[config.mk]
export PLATFORM = sky130hd
export DESIGN_NAME = fetch_unit
export DESIGN_NICKNAME = d
export VERILOG_FILES = /design/src/rtl/fetch_unit.sv
export SDC_FILE = /design/constraint.sdc
export NUM_CORES = 1
export LEC_CHECK = 0
export CORE_MARGIN = 2
export CORE_UTILIZATION = 31
export DETAILED_ROUTE_END_ITERATION = 6
export PLACE_DENSITY = 0.72
export SKIP_CTS_REPAIR_TIMING = 1
export SLEW_MARGIN = 10
export SYNTH_ARGS = -nofsm -noshare
export SYNTH_HDL_FRONTEND = slang
export SYNTH_SLANG_ARGS = --single-unit
[constraint.sdc]
create_clock -name clk -period 1.5 [get_ports clk]
set_input_delay 0.3 -clock clk [delete_from_list [all_inputs] [get_ports clk]]
set_output_delay 0.3 -clock clk [all_outputs]
set_load 0.02 [all_outputs]
[src/rtl/fetch_unit.sv]
// Instruction fetch unit: walks pc through an 8x16 registered-read RAM and hands
// one word at a time to a consumer, while sharing the RAM port with host writes.
module fetch_unit #(
    parameter int PC_WIDTH = 16
) (
    input  logic                clk,
    input  logic                reset_n,
    input  logic                run,
    input  logic                jump,
    input  logic [PC_WIDTH-1:0] jump_addr,
    output logic [15:0]         instr,
    output logic [PC_WIDTH-1:0] instr_addr,
    output logic                instr_valid,
    input  logic                instr_ready,
    input  logic                wr_en,
    input  logic [2:0]          wr_addr,
    input  logic [15:0]         wr_data,
    output logic                wr_ack,
    output logic [2:0]          mem_address,
    output logic                mem_load,
    output logic [15:0]         mem_in,
    input  logic [15:0]         mem_out
);

    localparam logic [1:0] IDLE  = 2'd0;
    localparam logic [1:0] ISSUE = 2'd1;
    localparam logic [1:0] WAIT  = 2'd2;
    localparam logic [1:0] HOLD  = 2'd3;

    logic [1:0]          state;
    logic [PC_WIDTH-1:0] pc;
    logic                port_free;

    // The RAM port is only free for host writes when no read is in flight.
    assign port_free   = (state == IDLE) || (state == HOLD);
    assign wr_ack      = reset_n && wr_en && port_free && !jump;
    assign mem_load    = wr_ack;
    assign mem_address = wr_ack ? wr_addr : pc[2:0];
    assign mem_in      = wr_data;
    assign instr_valid = (state == HOLD);

    always_ff @(posedge clk) begin
        if (!reset_n) begin
            state      <= IDLE;
            pc         <= '0;
            instr      <= '0;
            instr_addr <= '0;
        end else if (jump) begin
            // Any fetch in flight or word being held is dropped on a jump.
            pc    <= jump_addr;
            state <= run ? ISSUE : IDLE;
        end else begin
            case (state)
                IDLE: begin
                    if (run) state <= ISSUE;
                end
                ISSUE: begin
                    state <= WAIT;
                end
                WAIT: begin
                    instr      <= mem_out;
                    instr_addr <= pc;
                    pc         <= pc + PC_WIDTH'(1);
                    state      <= HOLD;
                end
                default: begin
                    if (instr_ready) state <= run ? ISSUE : IDLE;
                end
            endcase
        end
    end

endmodule

==> metrics.log <==
[metrics] clock insertion delay at the later pin of the skew report: 300 ps
[metrics] clock root cell: sky130_fd_sc_hd__clkbuf_8
[metrics] actual slew at the worst max-slew pin: 416 ps
[metrics] total I/O pin count: 111
[metrics] GRT Resource Usage Total: 0.150
[metrics] Final Hold Violating Endpoints: 0
[metrics] warnings from Yosys: 0
[metrics] Final period util: 1.33
[metrics] net count after synthesis: 352
[metrics] cell depth of the worst min-delay path: 2
[metrics] area grow syn2layout: 80.1%
[metrics] Clock transition at path regs: 90 ps
[metrics] FILL cells: 628
[metrics] starting density of the core: 0.319
[metrics] worst clock skew on the final layout: 6.46 ps
[metrics] initial antenna violation count: 0
[metrics] worst endpoint required time: 1200 ps
[metrics] number of global-route vias before repair: 2205
[metrics] total routed wirelength: 7.64 mm
[metrics] cts bufs inserted: 5
[metrics] number of DRC violations after detailed routing: 0
[metrics] DRT iter0 DRCs: 132
[metrics] clock sink count: 50
[metrics] failing checks: setup timing
[metrics] Pwr Density: 675 mW/mm2
[metrics] time the worst path needs with I/O delays and setup: 2000 ps
[metrics] number of inserted diodes: 0
[metrics] share of layout cells above drive strength 1: 0.382
[metrics] Setup TNS Final: -9940 ps
[metrics] share of the yosys chip area belonging to registers: 0.433
[metrics] most common cell after layout, fill and taps aside: sky130_fd_sc_hd__dfxtp_1
[metrics] outcome: finished with violations
[metrics] via count of the routed design: 2398
[metrics] die area: 0.00817 mm2
[metrics] endpoints failing setup: 53
[metrics] distinct cell type count after synthesis: 29
[metrics] WL/cell: 15.5 um
[metrics] Total Power Consumption: 2810 uW
[metrics] core region area: 0.00725 mm2
[metrics] post-DR vias/cell: 4.87
[metrics] global-route wire length before repair: 10.1 mm
[metrics] Post-Syn Area: 0.00231 mm2
[metrics] number of buffers added on ports: 78
[metrics] crit path capture type: output port
[metrics] post-detail-place hpwl: 4.57 mm
[metrics] largest net degree at the start of global routing: 33
[metrics] Site Rows: 31
[metrics] arrival time worst endpoint: 1700 ps
[metrics] most used cells in the layout excluding fill and tap cells: sky130_fd_sc_hd__dfxtp_1, sky130_fd_sc_hd__nand2_1, sky130_fd_sc_hd__clkdlybuf4s50_1
[metrics] unrepaired setup endpoints after global routing: true
[metrics] number of levels in the clock H-tree: 2
[metrics] worst min path class: reg2reg
[metrics] routability congestion estimate: 0.851
[metrics] Detail Route Antenna Nets: 0
[metrics] clock tree from TritonCTS: yes
[metrics] startpoint class of the critical path: primary input
[metrics] Worst Reg2Reg Path Length in Cells: 10
[metrics] total overflow reported by the global router: 0
[metrics] top fanout value on the critical path: 4
[metrics] Die Y-Extent: 90.4 um
[metrics] leakage power: 0.00213 uW
[metrics] Worst Setup Path Type: in2out
[metrics] synthesized flop and latch total: 50
[metrics] die span in x: 90.4 um
[metrics] fmax: 500 MHz
[metrics] first-pass iteration count of the detailed router: 4
[metrics] Final Max Tran Viols: 0
[metrics] worst-case vdd ir drop: 361 uV
[metrics] setup ws final: -500 ps
[metrics] syn_area_per_cell: 7.97 um2
[metrics] worst rel slew slack: 0.722
[metrics] Final #Nets: 454
[metrics] hold_ws: 453 ps
[metrics] max capacitance violation total: 0
[metrics] Cells after Synth: 290
[metrics] Longest Clk Path Bufs: 2
==> worst max-delay path: stages <==
cell                              delay, ps
sky130_fd_sc_hd__clkdlybuf4s50_1        490
sky130_fd_sc_hd__nand2_1                110
sky130_fd_sc_hd__nor3b_4                230
sky130_fd_sc_hd__buf_6                  140
sky130_fd_sc_hd__mux2_4                 300
sky130_fd_sc_hd__buf_6                  130
==> flip-flops by register name, summed over array words and instances, names as in the netlist <==
signal / count
pc: 16
instr: 16
state: 2
instr_addr: 16
==> final timing paths <==
| kind | slack [ps] | endpoint | from |
|---|---|---|---|
| hold / removal | 450 | instr_addr[2] | instr_addr[2] |
| setup / recovery | -500 | mem_address[0] | reset_n |
| setup reg to reg | -240 | pc[15] | state[0] |
| hold reg to reg | 450 | instr_addr[2] | instr_addr[2] |
==> where the power goes <==
group | total, uW | internal (uW) | switching [uW]
Combinational | 579 | 325 | 255
Clock | 819 | 372 | 448
Sequential | 1410 | 1370 | 46.0
==> per-stage QoR <==
| step | std cells | setup slack (ps) | instance area (um2) | util |
|---|---|---|---|---|
| 6_report | 492 | -500 | 4170 | 0.574 |
| 3_5_place_dp | 464 | -896 | 3340 | 0.461 |
| 2_1_floorplan | 290 | -216 | 2360 | - |
| 3_3_place_gp | 464 | -881 | 3340 | 0.461 |
| 4_1_cts | 472 | -947 | 3440 | 0.474 |
| 5_1_grt | 492 | -565 | 4170 | 0.574 |
==> layout make-up <==
class	count	area [um2]	share of cell area
tap	99	124	0.0297
clock buffer	6	82.6	0.0198
sequential	50	1000	0.241
clock inverter	2	12.5	0.00300
timing repair buffer	130	1430	0.343
inverter	7	26.3	0.00631
multi-input combinational	198	1490	0.357
==> cell families after synthesis <==
group           Yosys count  share of synthesized area
flops                    50                      0.433
compound gates           60                      0.138
buf+inv                  42                     0.0985
mux                       7                     0.0319
fa+ha+maj                 5                     0.0271
simple gates            115                      0.230
xor+xnor                 11                     0.0417
==> cell usage after synthesis <==
cell / count / area, um2
sky130_fd_sc_hd__a211oi_1: 1 / 7.51
sky130_fd_sc_hd__a21oi_1: 43 / 215
sky130_fd_sc_hd__a311oi_1: 1 / 8.76
sky130_fd_sc_hd__and4_1: 1 / 8.76
sky130_fd_sc_hd__and4_2: 1 / 10.0
sky130_fd_sc_hd__buf_2: 2 / 10.0
sky130_fd_sc_hd__buf_4: 18 / 135
sky130_fd_sc_hd__clkbuf_1: 15 / 56.3
sky130_fd_sc_hd__dfxtp_1: 50 / 1000
sky130_fd_sc_hd__ha_1: 5 / 62.6
sky130_fd_sc_hd__inv_1: 7 / 26.3
sky130_fd_sc_hd__mux2_2: 3 / 33.8
sky130_fd_sc_hd__mux2i_1: 4 / 40.0
sky130_fd_sc_hd__nand2_1: 69 / 259
sky130_fd_sc_hd__nand3_1: 9 / 45.0
sky130_fd_sc_hd__nand4_1: 8 / 50.1
sky130_fd_sc_hd__nand4_4: 1 / 21.3
sky130_fd_sc_hd__nor2_1: 11 / 41.3
sky130_fd_sc_hd__nor2b_1: 2 / 12.5
sky130_fd_sc_hd__nor3_1: 4 / 20.0
sky130_fd_sc_hd__nor3b_1: 1 / 7.51
sky130_fd_sc_hd__nor3b_2: 1 / 12.5
sky130_fd_sc_hd__nor4_1: 5 / 31.3
sky130_fd_sc_hd__o211a_1: 1 / 10.0
sky130_fd_sc_hd__o21ai_0: 12 / 60.1
sky130_fd_sc_hd__o221ai_1: 2 / 17.5
sky130_fd_sc_hd__or3_1: 2 / 12.5
sky130_fd_sc_hd__xnor2_1: 8 / 70.1
sky130_fd_sc_hd__xor2_1: 3 / 26.3
==> routing by layer <==
layer	part of all wire	global-route usage
met1	0.42	0.187
met2	0.51	0.251
met3	0.047	0.0342
met4	0.018	0.0564
met5	0	0
Note: power is estimated with default switching activity, not from simulation.
